===== src/rtl/bloco_controle.sv =====
// Moore sequencer for the 16-bit X/H/S datapath: CLR, SUM3, DSUM and ACC macro-operations.
// Optional macro CTRL_STEP_EN adds a 'step' input that gates every non-IDLE transition.
module bloco_controle #(
  parameter int CNT_W = 4
) (
  input  logic             clk,
  input  logic             rst_n,
  input  logic             start,
  input  logic [1:0]       op,
  input  logic [CNT_W-1:0] n,
`ifdef CTRL_STEP_EN
  input  logic             step,
`endif
  output logic             lx,
  output logic             lh,
  output logic             ls,
  output logic [1:0]       m0,
  output logic [1:0]       m1,
  output logic [1:0]       m2,
  output logic             busy,
  output logic             done
);

  typedef enum logic [3:0] {
    IDLE   = 4'd0,
    S_CLR  = 4'd1,
    LDX    = 4'd2,
    LDH    = 4'd3,
    ADDXH  = 4'd4,
    ADDC   = 4'd5,
    DBL    = 4'd6,
    ACC_LD = 4'd7,
    ACCS   = 4'd8,
    DONE   = 4'd9
  } state_t;

  typedef enum logic [1:0] {
    OP_CLR  = 2'b00,
    OP_SUM3 = 2'b01,
    OP_DSUM = 2'b10,
    OP_ACC  = 2'b11
  } op_t;

  typedef struct packed {
    logic       lx;
    logic       lh;
    logic       ls;
    logic [1:0] m0;
    logic [1:0] m1;
    logic [1:0] m2;
    logic       busy;
    logic       done;
  } ctrl_t;

  state_t           state, state_nxt;
  op_t              op_q;
  logic [CNT_W-1:0] n_q;
  logic [CNT_W-1:0] cnt, cnt_nxt;
  ctrl_t            ctrl_q;
  logic             adv;

`ifdef CTRL_STEP_EN
  assign adv = step;
`else
  assign adv = 1'b1;
`endif

  // Output pattern for a state; unknown encodings decode to all zeros like IDLE.
  function automatic ctrl_t decode(input state_t s);
    ctrl_t c;
    c = '0;
    case (s)
      S_CLR:  begin c.ls = 1'b1;                                           c.busy = 1'b1; end
      LDX:    begin c.lx = 1'b1; c.m0 = 2'b01;                              c.busy = 1'b1; end
      LDH:    begin c.lh = 1'b1; c.m0 = 2'b10;                              c.busy = 1'b1; end
      ADDXH:  begin c.ls = 1'b1; c.m1 = 2'b01; c.m2 = 2'b10;                c.busy = 1'b1; end
      ADDC:   begin c.ls = 1'b1; c.m0 = 2'b11; c.m1 = 2'b00; c.m2 = 2'b11;  c.busy = 1'b1; end
      DBL:    begin c.ls = 1'b1; c.m1 = 2'b10; c.m2 = 2'b11;                c.busy = 1'b1; end
      ACC_LD: begin                                                        c.busy = 1'b1; end
      ACCS:   begin c.ls = 1'b1; c.m0 = 2'b01; c.m1 = 2'b10; c.m2 = 2'b00;  c.busy = 1'b1; end
      DONE:   begin c.busy = 1'b1; c.done = 1'b1;                                         end
      default: c = '0;
    endcase
    return c;
  endfunction

  // NOTE: every signal assigned here gets a default first, so no path can infer a latch.
  always_comb begin
    state_nxt = state;
    cnt_nxt   = cnt;
    case (state)
      IDLE: begin
        if (start) begin
          case (op_t'(op))
            OP_CLR:  state_nxt = S_CLR;
            OP_ACC:  state_nxt = ACC_LD;
            default: state_nxt = LDX;
          endcase
        end
      end
      S_CLR:  if (adv) state_nxt = DONE;
      LDX:    if (adv) state_nxt = LDH;
      LDH:    if (adv) state_nxt = ADDXH;
      ADDXH:  if (adv) state_nxt = (op_q == OP_SUM3) ? ADDC : DBL;
      ADDC:   if (adv) state_nxt = DONE;
      DBL:    if (adv) state_nxt = DONE;
      ACC_LD: begin
        if (adv) begin
          cnt_nxt   = n_q;
          state_nxt = (n_q == '0) ? DONE : ACCS;
        end
      end
      ACCS: begin
        if (adv) begin
          // Saturating decrement: the last ACCS cycle leaves the counter at zero.
          if (cnt != '0) cnt_nxt = cnt - CNT_W'(1);
          state_nxt = (cnt <= CNT_W'(1)) ? DONE : ACCS;
        end
      end
      DONE:   if (adv) state_nxt = IDLE;
      default: state_nxt = IDLE;
    endcase
  end

  // NOTE: state registers use non-blocking assignments so all flops update together at the edge.
  always_ff @(posedge clk) begin
    if (!rst_n) begin
      state  <= IDLE;
      cnt    <= '0;
      op_q   <= OP_CLR;
      n_q    <= '0;
      ctrl_q <= '0;
    end else begin
      state  <= state_nxt;
      cnt    <= cnt_nxt;
      // Outputs are registered from the next state so they line up with the state they describe.
      ctrl_q <= decode(state_nxt);
      if (state == IDLE && start) begin
        op_q <= op_t'(op);
        n_q  <= n;
      end
    end
  end

  assign lx   = ctrl_q.lx;
  assign lh   = ctrl_q.lh;
  assign ls   = ctrl_q.ls;
  assign m0   = ctrl_q.m0;
  assign m1   = ctrl_q.m1;
  assign m2   = ctrl_q.m2;
  assign busy = ctrl_q.busy;
  assign done = ctrl_q.done;

endmodule

===== config.mk =====
export PLATFORM = sky130hd
export DESIGN_NAME = bloco_controle
export DESIGN_NICKNAME = d
export VERILOG_FILES = /design/src/rtl/bloco_controle.sv
export SDC_FILE = /design/constraint.sdc
export NUM_CORES = 1
export LEC_CHECK = 0
export CAP_MARGIN = 20
export CORE_MARGIN = 1.5
export CORE_UTILIZATION = 36
export CTS_CLUSTER_DIAMETER = 200
export DETAILED_ROUTE_END_ITERATION = 10
export HOLD_SLACK_MARGIN = 0.08
export PLACE_DENSITY_LB_ADDON = 0.1
export SYNTH_ARGS = -nofsm -noshare
export SYNTH_HDL_FRONTEND = slang
export SYNTH_SLANG_ARGS = --single-unit
export TNS_END_PERCENT = 50

===== constraint.sdc =====
create_clock -name clk -period 2.3 [get_ports clk]
set_input_delay 0.345 -clock clk [delete_from_list [all_inputs] [get_ports clk]]
set_output_delay 0.345 -clock clk [all_outputs]
set_load 0.05 [all_outputs]

==> flow_summary.ini <==
[cts]
post_cts_resized = 0
clockBufferDepth = 2
htree_levels = 1
cts.reportedPaths.clkPinSlew_ns = 0.15
clk_latency_ns = 0.33
cts_tree = done
cts_hold_buf = 0
clockRootBuffer = clkbuf_4
cts_setup_buffers = 0
clock-sinks = 25
cts_made_buffers = 3

[die]
initial_core_util = 0.384
rows = 20
die_h_um = 60.3
core_um2 = 3080
die_x_um = 60.3
floorplan.die_area_um2 = 3640
pin_count = 20

[cells_and_area]
n_antenna_cell = 0
nNetsFinal = 176
postLayoutCoreUtil = 0.474
num-fill-cells = 335
drive_above_1_share = 0.105
syn_to_final_growth_pct = 23.5

[min_path]
hold-path-cell-count = 2
whs_endpoint = op_q[1]
hp-class = register to register
min_from = op_q[1]

[outcome]
status = complete, no violations

[setup_path]
crit_required_ns = 2.53
cpMostUsedCell = a31oi_1
path_delay_family = simple AND/OR/NAND/NOR gates
path_buf_inv = 1
crit_start = state[2]
r2r_slack_ns = 0.21
cp.arrival_ns = 2.32
slowest_delay_ns = 0.71
path_cells = or4b_2 > nor4_1 > a2111oi_2 > buf_4 > a31oi_1 > a31oi_1
slowest_stage = or4b_2
cp_max_fo = 14
start_kind = register
r2r_start = state[2]
r2r-end = m0[0]
r2r_cells = 6
critical_path.endpoint_type = register
crit_type = register to register

[drt]
first_iter_violations = 27
wire_per_inst_um = 11.3
drc_errors = 0
viasPerCell = 4.69
ant_nets = 0
vias = 966
drt_first_pass_iters = 4
routed_wl_mm = 2.33

[timing]
slew_viol_final = 0
rsz0062_at_grt = no
period_share = 0.907
skew_ns = 0.0137
final_hold_viol_count = 0
timing.fmax_ghz = 0.480
maxSlewHeadroom = 0.662
layout_min_cycle_time_ns = 2.09
worst_slew_pin_slew_ns = 0.506
setup_viol = 0
fin_tns_setup_ns = 0

[power]
p_sw_frac = 0.443
switching_power_w = 0.000828
clkPwrFrac = 0.113
power_density_nw_per_um2 = 1280
leakagePower_nw = 0.582
p_seq_frac = 0.336
comb_power_share = 0.551
internal_power_w = 0.00104
irDropWorstVdd_mv = 0.817

[global_routing]
overflow = 0
grt_max_degree = 17
grt_first_pass_wirelength_mm = 3.84
groute.usage.overall = 0.145
grt_pass1_vias = 875
antenna_found_initial = 0

[synthesis]
async_flop_share = 0
synth_top_area_frac = 0.423
yosysSeqAreaShare = 0.423
syn_area_per_cell_um2 = 8.33
yosysMostFrequentCell = dfxtp_1
ys_warn_count = 0
synth_top_cell_by_area = dfxtp_1
synth_fp_nets = 155
synthCells = 142
synth_ff_type = dfxtp_1
synth_area_um2 = 1180
netlist_top_cells_area = dfxtp_1 (42%), nand2_1 (6.3%), a21oi_1 (5.5%)
ys_seq_elements = 25
synth_common_cells = dfxtp_1 (25), nand2_1 (20), nor2_1 (17)
synth_edf_count = 0
synth.distinct_cells = 39

[placed_design]
place.gp.congestion = 0.776
dp_hpwl_mm = 1.67
portBuffers = 19

[job]
drv_cap = 0
-- registers in the layout (all words and copies together) (netlist names), 2 cells and up --
name,flops
m2,2
state,4
n_q,4
op_q,2
cnt,4
m1,2
m0,2
-- power groups by stage --
stage | Clock (W) | Combinational, W | Sequential (W)
floorplan | 0 | 0.000584 | 0.000822
global placement | 0 | 0.00103 | 0.000635
detailed placement | 0 | 0.00104 | 0.000636
CTS | 0.000225 | 0.00104 | 0.000627
global route | 0.000242 | 0.00112 | 0.000642
finish | 0.000211 | 0.00103 | 0.000628
-- logic make-up (layout without fill, tap and decap cells) --
kind of cell	Yosys count	after routing	synth area share
xor gates and xnor gates	2	2	0.0148
muxes	2	2	0.0169
DFF	25	25	0.423
and+or+nand+nor	60	60	0.270
buffers and inverters	19	39	0.0719
adders and majority gates	4	4	0.0423
AOI/OAI and AO/OA	30	30	0.161
-- stage by stage --
step	cell area [um^2]	worst slack (ns)	std cells	hold WS, ns	power, W
after floorplan	1180	0.305	142	0.440	0.00141
after global placement	1430	0.218	202	0.463	0.00166
after detailed placement	1430	0.237	202	0.459	0.00167
after CTS	1460	0.213	206	0.481	0.00190
after global routing	1460	0.0887	206	0.496	0.00201
final	1460	0.215	206	0.477	0.00187
-- worst register-to-register path, delay by kind of cell, from the launching register on --
kind,cells,cell delay (ns)
flops,1,0.41
buf+inv,1,0.20
simple gates,2,1.05
compound gates,3,0.32
-- layout by cell type, fill, tap and decap left out, types with 4 or more instances in the layout --
master and instances:
clkdlybuf4s50_1 19, nand2_1 20, ha_1 4, nor2_1 17, o21ai_0 5, dfxtp_1 25, buf_4 7, nor3_1 4
inv_1 9, a21oi_1 13
-- metal layers --
layer / up-vias / wire length (um) / GRT usage
met5: - / 0 / 0
met4: 0 / 25 / 0.0571
met3: 2 / 90 / 0.0498
met2: 17 / 1040 / 0.233
met1: 426 / 1180 / 0.180
li1: 521 / - / -
-- how the worst max path moves through the flow --
stage | cells after the start | slack, ns | endpoint
2_1_floorplan | 8 | 0.31 | m0[0]
3_3_place_gp | 8 | 0.22 | m0[1]
3_5_place_dp | 8 | 0.24 | m2[0]
4_1_cts | 6 | 0.21 | m0[0]
5_1_grt | 6 | 0.09 | m0[0]
6_report | 6 | 0.21 | m0[0]
-- final cells by class --
class / instances / area [um^2] / area share
flip-flops and latches: 25 / 500 / 0.343
clock inverters: 1 / 8.76 / 0.00600
inverters: 9 / 33.8 / 0.0231
clock buffers: 3 / 22.5 / 0.0154
repair buffers: 26 / 243 / 0.166
multi-input cells: 98 / 597 / 0.409
well taps: 44 / 55.1 / 0.0377
Note: power is estimated with default switching activity, not from simulation.
